[src/rtl/cof_loader_if.sv]
`default_nettype none
// ============================================================================
// Module      : cof_loader_if
// Description : Coefficient stream and active coefficient array bundle for
//               cof_loader. The master side is the host that writes
//               coefficients. The slave side is the loader.
// Revision    : 1.0 - initial release
// ============================================================================
interface cof_loader_if #(
  parameter int WIDTH    = 16,
  parameter int NUM_TAPS = 51
);
  logic                    start;
  logic                    cof_valid;
  logic signed [WIDTH-1:0] cof_data;
  logic                    cof_ready;
  logic signed [WIDTH-1:0] data_out [0:NUM_TAPS-1];
  logic                    busy;
  logic                    done;

  modport master (
    output start, cof_valid, cof_data,
    input  cof_ready, data_out, busy, done
  );

  modport slave (
    input  start, cof_valid, cof_data,
    output cof_ready, data_out, busy, done
  );
endinterface
`default_nettype wire

[src/rtl/cof_loader.sv]
`default_nettype none
// ============================================================================
// Module      : cof_loader
// Description : Runtime coefficient writer for the symmetric FIR pipeline.
//               Coefficients arrive one per beat over a valid/ready stream.
//               They are staged in a shadow bank and committed atomically to
//               the active array, so the FIR never sees a partial set.
// Options     : COF_SYMMETRIC_EN - load only the first half of the taps
//               (including the centre tap) and mirror it at commit.
// Revision    : 1.0 - initial release
// ============================================================================
module cof_loader #(
  parameter int WIDTH    = 16,
  parameter int NUM_TAPS = 51
) (
  input  logic         clk,
  input  logic         rst,
  cof_loader_if.slave  bus
);

  localparam int IDX_W = $clog2(NUM_TAPS);
`ifdef COF_SYMMETRIC_EN
  localparam int N_LOAD = (NUM_TAPS + 1) / 2;
`else
  localparam int N_LOAD = NUM_TAPS;
`endif
  localparam logic [IDX_W-1:0] LAST_IDX = IDX_W'(N_LOAD - 1);

  typedef enum logic [1:0] {
    S_IDLE   = 2'd0,
    S_LOAD   = 2'd1,
    S_COMMIT = 2'd2
  } state_t;

  state_t                  state_q, state_d;
  logic [IDX_W-1:0]        idx_q, idx_d;
  logic                    beat_acc;
  logic                    ready;
  logic                    busy_q, done_q;
  logic signed [WIDTH-1:0] shadow_q [0:N_LOAD-1];
  logic signed [WIDTH-1:0] data_q   [0:NUM_TAPS-1];

  // Source shadow entry for each tap. In symmetric mode the upper half of
  // the array mirrors the lower half.
  function automatic int tap_src(input int tap);
`ifdef COF_SYMMETRIC_EN
    return (tap < N_LOAD) ? tap : (NUM_TAPS - 1 - tap);
`else
    return tap;
`endif
  endfunction

  // Next-state, index and handshake decode
  always_comb begin
    state_d  = state_q;
    idx_d    = idx_q;
    beat_acc = 1'b0;
    ready    = 1'b0;
    case (state_q)
      S_IDLE: begin
        if (bus.start) begin
          state_d = S_LOAD;
          idx_d   = '0;
        end
      end
      S_LOAD: begin
        ready = 1'b1;
        if (bus.start) begin
          // Restart: the beat offered in this cycle is dropped
          idx_d = '0;
        end else if (bus.cof_valid) begin
          beat_acc = 1'b1;
          idx_d    = idx_q + IDX_W'(1);
          if (idx_q == LAST_IDX) begin
            state_d = S_COMMIT;
          end
        end
      end
      S_COMMIT: begin
        state_d = S_IDLE;
      end
      default: begin
        state_d = S_IDLE;
      end
    endcase
  end

  // State and beat index registers
  always_ff @(posedge clk or posedge rst) begin
    if (rst) begin
      state_q <= S_IDLE;
      idx_q   <= '0;
    end else begin
      state_q <= state_d;
      idx_q   <= idx_d;
    end
  end

  // Registered status: busy follows the state being entered; done marks the first cycle after commit
  always_ff @(posedge clk or posedge rst) begin
    if (rst) begin
      busy_q <= 1'b0;
      done_q <= 1'b0;
    end else begin
      busy_q <= (state_d != S_IDLE);
      done_q <= (state_q == S_COMMIT);
    end
  end

  // Shadow bank: capture accepted beats bit-exact at the current index
  always_ff @(posedge clk or posedge rst) begin
    if (rst) begin
      for (int k = 0; k < N_LOAD; k++) begin
        shadow_q[k] <= '0;
      end
    end else begin
      for (int k = 0; k < N_LOAD; k++) begin
        if (beat_acc && (idx_q == IDX_W'(k))) begin
          shadow_q[k] <= bus.cof_data;
        end
      end
    end
  end

  // Active array: the whole set is updated together in the COMMIT cycle only
  always_ff @(posedge clk or posedge rst) begin
    if (rst) begin
      for (int i = 0; i < NUM_TAPS; i++) begin
        data_q[i] <= '0;
      end
    end else if (state_q == S_COMMIT) begin
      for (int i = 0; i < NUM_TAPS; i++) begin
        data_q[i] <= shadow_q[tap_src(i)];
      end
    end
  end

  assign bus.cof_ready = ready;
  assign bus.busy      = busy_q;
  assign bus.done      = done_q;
  assign bus.data_out  = data_q;

endmodule
`default_nettype wire

[src/flat_wrapper.sv]
// flat-port wrapper written by rule: the top's interface ports become plain ports
module cof_loader_flat 
#(
  parameter int WIDTH    = 16,
  parameter int NUM_TAPS = 51
)
  (clk, rst, bus_start, bus_cof_valid, bus_cof_data, bus_cof_ready, bus_data_out, bus_busy, bus_done);
  cof_loader_if #(.WIDTH(WIDTH), .NUM_TAPS(NUM_TAPS)) bus_i ();
  input  logic clk;
  input  logic rst;
  input wire logic [$bits(bus_i.start)-1:0] bus_start;
  input wire logic [$bits(bus_i.cof_valid)-1:0] bus_cof_valid;
  input wire logic [$bits(bus_i.cof_data)-1:0] bus_cof_data;
  output wire logic [$bits(bus_i.cof_ready)-1:0] bus_cof_ready;
  output wire logic [$bits(bus_i.data_out)-1:0] bus_data_out;
  output wire logic [$bits(bus_i.busy)-1:0] bus_busy;
  output wire logic [$bits(bus_i.done)-1:0] bus_done;
  assign bus_i.start = bus_start;
  assign bus_i.cof_valid = bus_cof_valid;
  assign bus_i.cof_data = bus_cof_data;
  assign bus_cof_ready = bus_i.cof_ready;
  assign bus_data_out = {>>{bus_i.data_out}};
  assign bus_busy = bus_i.busy;
  assign bus_done = bus_i.done;
  cof_loader #(.WIDTH(WIDTH), .NUM_TAPS(NUM_TAPS)) u_core (.clk(clk), .rst(rst), .bus(bus_i));
endmodule
[config.mk]
export PLATFORM = sky130hd
export DESIGN_NAME = cof_loader_flat
export DESIGN_NICKNAME = d
export VERILOG_FILES = /design/src/rtl/cof_loader_if.sv /design/src/rtl/cof_loader.sv /design/src/flat_wrapper.sv
export SDC_FILE = /design/constraint.sdc
export NUM_CORES = 2
export LEC_CHECK = 0
export CAP_MARGIN = 20
export CORE_ASPECT_RATIO = 1.5
export CORE_UTILIZATION = 45
export CTS_CLUSTER_DIAMETER = 150
export DETAILED_ROUTE_END_ITERATION = 10
export GPL_TIMING_DRIVEN = 0
export PLACE_DENSITY = 0.79
export SYNTH_ARGS = -nofsm -noshare
export SYNTH_HDL_FRONTEND = slang
export SYNTH_SLANG_ARGS = --single-unit
[constraint.sdc]
create_clock -name clk -period 81.8 [get_ports clk]
set_input_delay 24.54 -clock clk [delete_from_list [all_inputs] [get_ports clk]]
set_output_delay 24.54 -clock clk [all_outputs]
set_load 0.005 [all_outputs]
==> impl_results.html <==
<table>
<tr><th>Metric</th><th>Value</th></tr>
<tr><th colspan="2">Timing</th></tr>
<tr><td>Minimum clock period after layout</td><td>27.96 ns</td></tr>
<tr><td>Count of pins over their slew limit</td><td>0</td></tr>
<tr><td>Pin slew with the least headroom to its limit</td><td>1.15 ns</td></tr>
<tr><td>Worst clock skew</td><td>0.0313 ns</td></tr>
<tr><td>Count of endpoints failing setup in the final report</td><td>0</td></tr>
<tr><td>Unrepaired setup endpoints after global routing</td><td>no</td></tr>
<tr><td>Final Cycle Share</td><td>0.342</td></tr>
<tr><td>Final Hold Viols</td><td>0</td></tr>
<tr><td>Slew headroom</td><td>0.234</td></tr>
<tr><td>Highest clock frequency the design can meet</td><td>35.8 MHz</td></tr>
<tr><th colspan="2">Global route</th></tr>
<tr><td>Vias in the first global route</td><td>38000</td></tr>
<tr><td>Number of antenna violations at the first check in global routing</td><td>6</td></tr>
<tr><td>Global-route congestion overflow total</td><td>0</td></tr>
<tr><td>Global routing usage summed across all routing layers</td><td>0.272</td></tr>
<tr><td>Wire length of the first global-routing pass</td><td>270000 um</td></tr>
<tr><td>Pin count of the biggest net entering global routing</td><td>137</td></tr>
<tr><th colspan="2">Setup path</th></tr>
<tr><td>R2r startpoint</td><td>u_core.idx_q[0]</td></tr>
<tr><td>Highest cell delay on the worst timing path</td><td>0.52 ns</td></tr>
<tr><td>Sort of element at the end of the critical path</td><td>async pin</td></tr>
<tr><td>Origin of the worst setup path</td><td>rst</td></tr>
<tr><td>Most used cell, CP</td><td>buf_16</td></tr>
<tr><td>Top fanout value on the critical path</td><td>133</td></tr>
<tr><td>Data arrival, critical path</td><td>slightly below 30 ns</td></tr>
<tr><td>Largest delay contributor family on the critical path</td><td>buffers and inverters</td></tr>
<tr><td>Worst path cell trace</td><td>clkdlybuf4s50_1, inv_8, buf_16, buf_16, buf_16, buf_16, buf_16, buf_16</td></tr>
<tr><td>Slowest CP cell</td><td>buf_16</td></tr>
<tr><td>Critical path launch point type</td><td>primary input</td></tr>
<tr><td>Worst path depth</td><td>8</td></tr>
<tr><td>Cell count of the worst reg-to-reg path</td><td>6</td></tr>
<tr><td>Worst setup path class</td><td>primary input to async pin</td></tr>
<tr><td>Number of buffer and inverter instances along the worst setup path</td><td>8</td></tr>
<tr><td>Required time of the critical path</td><td>82.65 ns</td></tr>
<tr><th colspan="2">Logic synthesis</th></tr>
<tr><td>Adder-cell area share of the yosys netlist</td><td>0.000813</td></tr>
<tr><td>Sequential area share after synthesis</td><td>0.668</td></tr>
<tr><td>Synth Instances</td><td>between 3000 and 4000</td></tr>
<tr><td>Post-synthesis instance area</td><td>61500 um^2</td></tr>
<tr><td>Largest family of logic cells by synthesized area</td><td>multiplexers</td></tr>
<tr><td>Synthesis-stage register bit count</td><td>~1600</td></tr>
<tr><td>YS warnings</td><td>0</td></tr>
<tr><td>Number of different library cells in the post-synthesis netlist</td><td>39</td></tr>
<tr><td>Simple-gate portion of the synthesized area</td><td>0.0111</td></tr>
<tr><td>Post-Synthesis Mean Instance Area</td><td>~17 um^2</td></tr>
<tr><td>Synth Area in XOR/XNOR</td><td>0</td></tr>
<tr><td>Mux contribution to synthesized area</td><td>0.300</td></tr>
<tr><td>Nets in the synthesized netlist</td><td>3668</td></tr>
<tr><td>Area fraction in compound gates after synthesis</td><td>0.00153</td></tr>
<tr><th colspan="2">Hold path</th></tr>
<tr><td>Path type of the worst min-delay path</td><td>flip-flop to flip-flop</td></tr>
<tr><td>Hold path cells</td><td>1</td></tr>
<tr><td>Source of the worst hold timing path</td><td>u_core.shadow_q[1]</td></tr>
<tr><th colspan="2">Die</th></tr>
<tr><td>Placeable core region</td><td>~140000 um^2</td></tr>
<tr><td>Initial Util</td><td>0.455</td></tr>
<tr><td>Number of ports placed on the die boundary</td><td>839</td></tr>
<tr><td>Height of the chip</td><td>455 um</td></tr>
<tr><td>Row Count</td><td>165</td></tr>
<tr><td>Full die area</td><td>138000 um^2</td></tr>
<tr><td>Width of the chip</td><td>304 um</td></tr>
<tr><th colspan="2">Clock network</th></tr>
<tr><td>TritonCTS sink count</td><td>1642</td></tr>
<tr><td>Insertion delay to the later sink of the worst-skew pair</td><td>0.81 ns</td></tr>
<tr><td>Quantity of gates resized following cts</td><td>0</td></tr>
<tr><td>Hold Buf Count CTS</td><td>0</td></tr>
<tr><td>CTS H-tree lvls</td><td>4</td></tr>
<tr><td>Clock slew at reported path FFs</td><td>0.07 ns</td></tr>
<tr><td>Clock Path Buffers</td><td>3</td></tr>
<tr><td>Clock root buffer</td><td>clkbuf_16</td></tr>
<tr><td>Clock tree from TritonCTS</td><td>built</td></tr>
<tr><td>Buffers inserted during post-CTS setup optimization</td><td>0</td></tr>
<tr><td>Number of buffers created by CTS</td><td>between 150 and 200</td></tr>
<tr><th colspan="2">Finish</th></tr>
<tr><td>Final Non-Filler Cells</td><td>6545</td></tr>
<tr><td>Number of filler cells placed in the layout</td><td>10300</td></tr>
<tr><td>Synthesis-to-finish area growth</td><td>26.5%</td></tr>
<tr><td>Final nets</td><td>4688</td></tr>
<tr><td>Share of layout cells above drive strength 1</td><td>0.422</td></tr>
<tr><th colspan="2">Routing</th></tr>
<tr><td>Number of nets still failing antenna checks after routing</td><td>0</td></tr>
<tr><td>First-iteration detailed-routing DRC count</td><td>2081</td></tr>
<tr><td>Number of iterations in the first detailed-routing pass</td><td>5</td></tr>
<tr><td>Average detailed-routed wire length per instance</td><td>28.6 um</td></tr>
<tr><td>Total via count after detailed routing</td><td>approximately 35000</td></tr>
<tr><td>Via density per instance</td><td>5.38</td></tr>
<tr><td>Final routed wirelength across all metal layers</td><td>187000 um</td></tr>
<tr><td>Final routed DRC violation total</td><td>0</td></tr>
<tr><th colspan="2">Placement</th></tr>
<tr><td>Placed Cells</td><td>around 6300</td></tr>
<tr><td>Final HPWL from detailed placement</td><td>135000 um</td></tr>
<tr><td>Number of port buffers</td><td>838</td></tr>
<tr><td>GPL Wtd Cong</td><td>0.880</td></tr>
<tr><th colspan="2">Power and ir drop</th></tr>
<tr><td>Static leakage power</td><td>between 0.03 and 0.04 uW</td></tr>
<tr><td>Power per unit of standard cell area</td><td>between 20 and 25 nW/um^2</td></tr>
<tr><td>Overall power of the completed layout</td><td>1640 uW</td></tr>
<tr><td>Peak ir drop on the vdd network</td><td>0.0202 mV</td></tr>
<tr><th colspan="2">Run status</th></tr>
<tr><td>Status</td><td>completed</td></tr>
<tr><th colspan="2">Run</th></tr>
<tr><td># Max-Cap Violations</td><td>0</td></tr>
</table>
==> cell usage after synthesis (all sizes together) <==
master      n  area, um^2
a211o       2        17.5
nand2       4        15.0
nor2        6        25.0
o31ai       1        7.51
and4        3        26.3
dfrtp    1642       41100
and4bb      1        12.5
inv         6        22.5
a21oi       2        10.0
nor3b       5        37.5
a41oi       1        8.76
nand3      18         105
nand4bb     1        11.3
mux2     1632       18400
o21ai       2        10.0
nor2b       5        31.3
or4         9        71.3
a31oi       1        6.26
clkbuf    154         578
nor3       26         250
ha          4        50.1
buf        99         574
nand4       4        25.0
mux2i       2        20.0
nand2b      2        12.5
o31a        1        8.76
o21ba       1        10.0
nand3b      8        60.1
a21o        2        15.0
==> cell type report <==
cell class,instances,area [um^2],area share
buffer,253,1150,0.0148
sequential,1642,41100,0.528
clock buffer,221,4440,0.0570
multi-input combinational,1743,19300,0.247
timing repair buffer,867,9010,0.116
inverter,6,30.0,0.000386
tap,1753,2190,0.0282
clock inverter,53,643,0.00826
antenna,7,17.5,0.000225
==> path summary, 6_finish.rpt <==
kind	endpoint	slack, ns
min in group asynchronous	u_core.bus.data_out[500]	24.22
worst max register to register	u_core.shadow_q[805]	78.51
worst max-delay path	u_core.bus.data_out[805]	53.84
worst min-delay path	u_core.bus.data_out[1]	0.48
max in group clk	bus_cof_ready	54.96
worst min register to register	u_core.bus.data_out[1]	0.48
==> layer usage <==
| layer | GRT usage | routed length [um] | up-vias |
|---|---|---|---|
| li1 | - | - | 14900 |
| met1 | 0.309 | 69600 | 18800 |
| met2 | 0.457 | 92700 | 1094 |
| met3 | 0.0777 | 12600 | 392 |
| met4 | 0.165 | 12300 | 2 |
| met5 | 0 | 10 | - |
==> worst reg2reg max path: stages, from the launching register on <==
cell	delay, ns
dfrtp_1	0.47
inv_1	0.12
ha_1	0.25
nor3b_1	0.80
nand3_1	0.75
buf_2	0.46
mux2_2	0.32
==> sequential cells by signal, summed over array words and instances (netlist names) <==
signal and count:
u_core.shadow_q 816, u_core.bus.busy 1, u_core.bus.data_out 816, u_core.bus.done 1, u_core.idx_q 6, u_core.state_q 2
==> placed cells by master (no fill, tap or decap), types with 3 or more instances in the layout <==
| cell | synthesis | layout |
|---|---|---|
| and4_1 | 3 | 3 |
| clkinvlp_4 | 0 | 4 |
| nand3_1 | 15 | 15 |
| nor3_2 | 24 | 24 |
| buf_8 | 0 | 7 |
| inv_6 | 0 | 9 |
| nor3b_1 | 5 | 5 |
| clkbuf_16 | 0 | 154 |
| nand4_1 | 4 | 4 |
| clkdlybuf4s50_1 | 0 | 838 |
| or4_1 | 8 | 8 |
| nand2_1 | 4 | 4 |
| clkbuf_1 | 154 | 188 |
| buf_4 | 20 | 21 |
| nor2b_1 | 5 | 5 |
| buf_1 | 9 | 9 |
| diode_2 | 0 | 7 |
| clkinv_4 | 0 | 3 |
| nor2_1 | 5 | 5 |
| buf_2 | 65 | 65 |
| mux2_4 | 10 | 10 |
| buf_16 | 0 | 17 |
| inv_1 | 6 | 5 |
| ha_1 | 4 | 4 |
| nand3b_1 | 8 | 8 |
| clkinv_2 | 0 | 22 |
| clkbuf_8 | 0 | 33 |
| bufinv_16 | 0 | 11 |
| buf_6 | 4 | 8 |
| nand3_2 | 3 | 3 |
| dfrtp_1 | 1642 | 1642 |
| mux2_2 | 1618 | 1618 |
| mux2_1 | 4 | 4 |
==> power breakdown <==
group,switching [uW],total [uW],internal [uW]
clock network,313,726,413
logic,41.3,65.3,24.0
registers,12.4,849,837
total,366,1640,1270
==> per-stage QoR <==
step           setup TNS (ns)  worst slack (ns)  utilization  area [um^2]  hold slack, ns
4_1_cts                     0             53.68        0.575        77800           0.486
3_3_place_gp         -7271.40             -4.87        0.533        72100           0.472
2_1_floorplan               0             10.92            -        61500           0.459
3_5_place_dp                0             52.85        0.538        72700           0.477
6_report                    0             53.84        0.576        77800           0.480
5_1_grt                     0             53.19        0.576        77800           0.502
==> kinds of logic after synthesis <==
group / Yosys count
flip-flops: 1642
multiplexers: 1634
buffers and inverters: 259
AND/OR/NAND/NOR: 92
AO/OA/AOI/OAI: 13
adder cells (fa/ha/maj): 4
No activity file was read; power rests on OpenSTA's default activity.
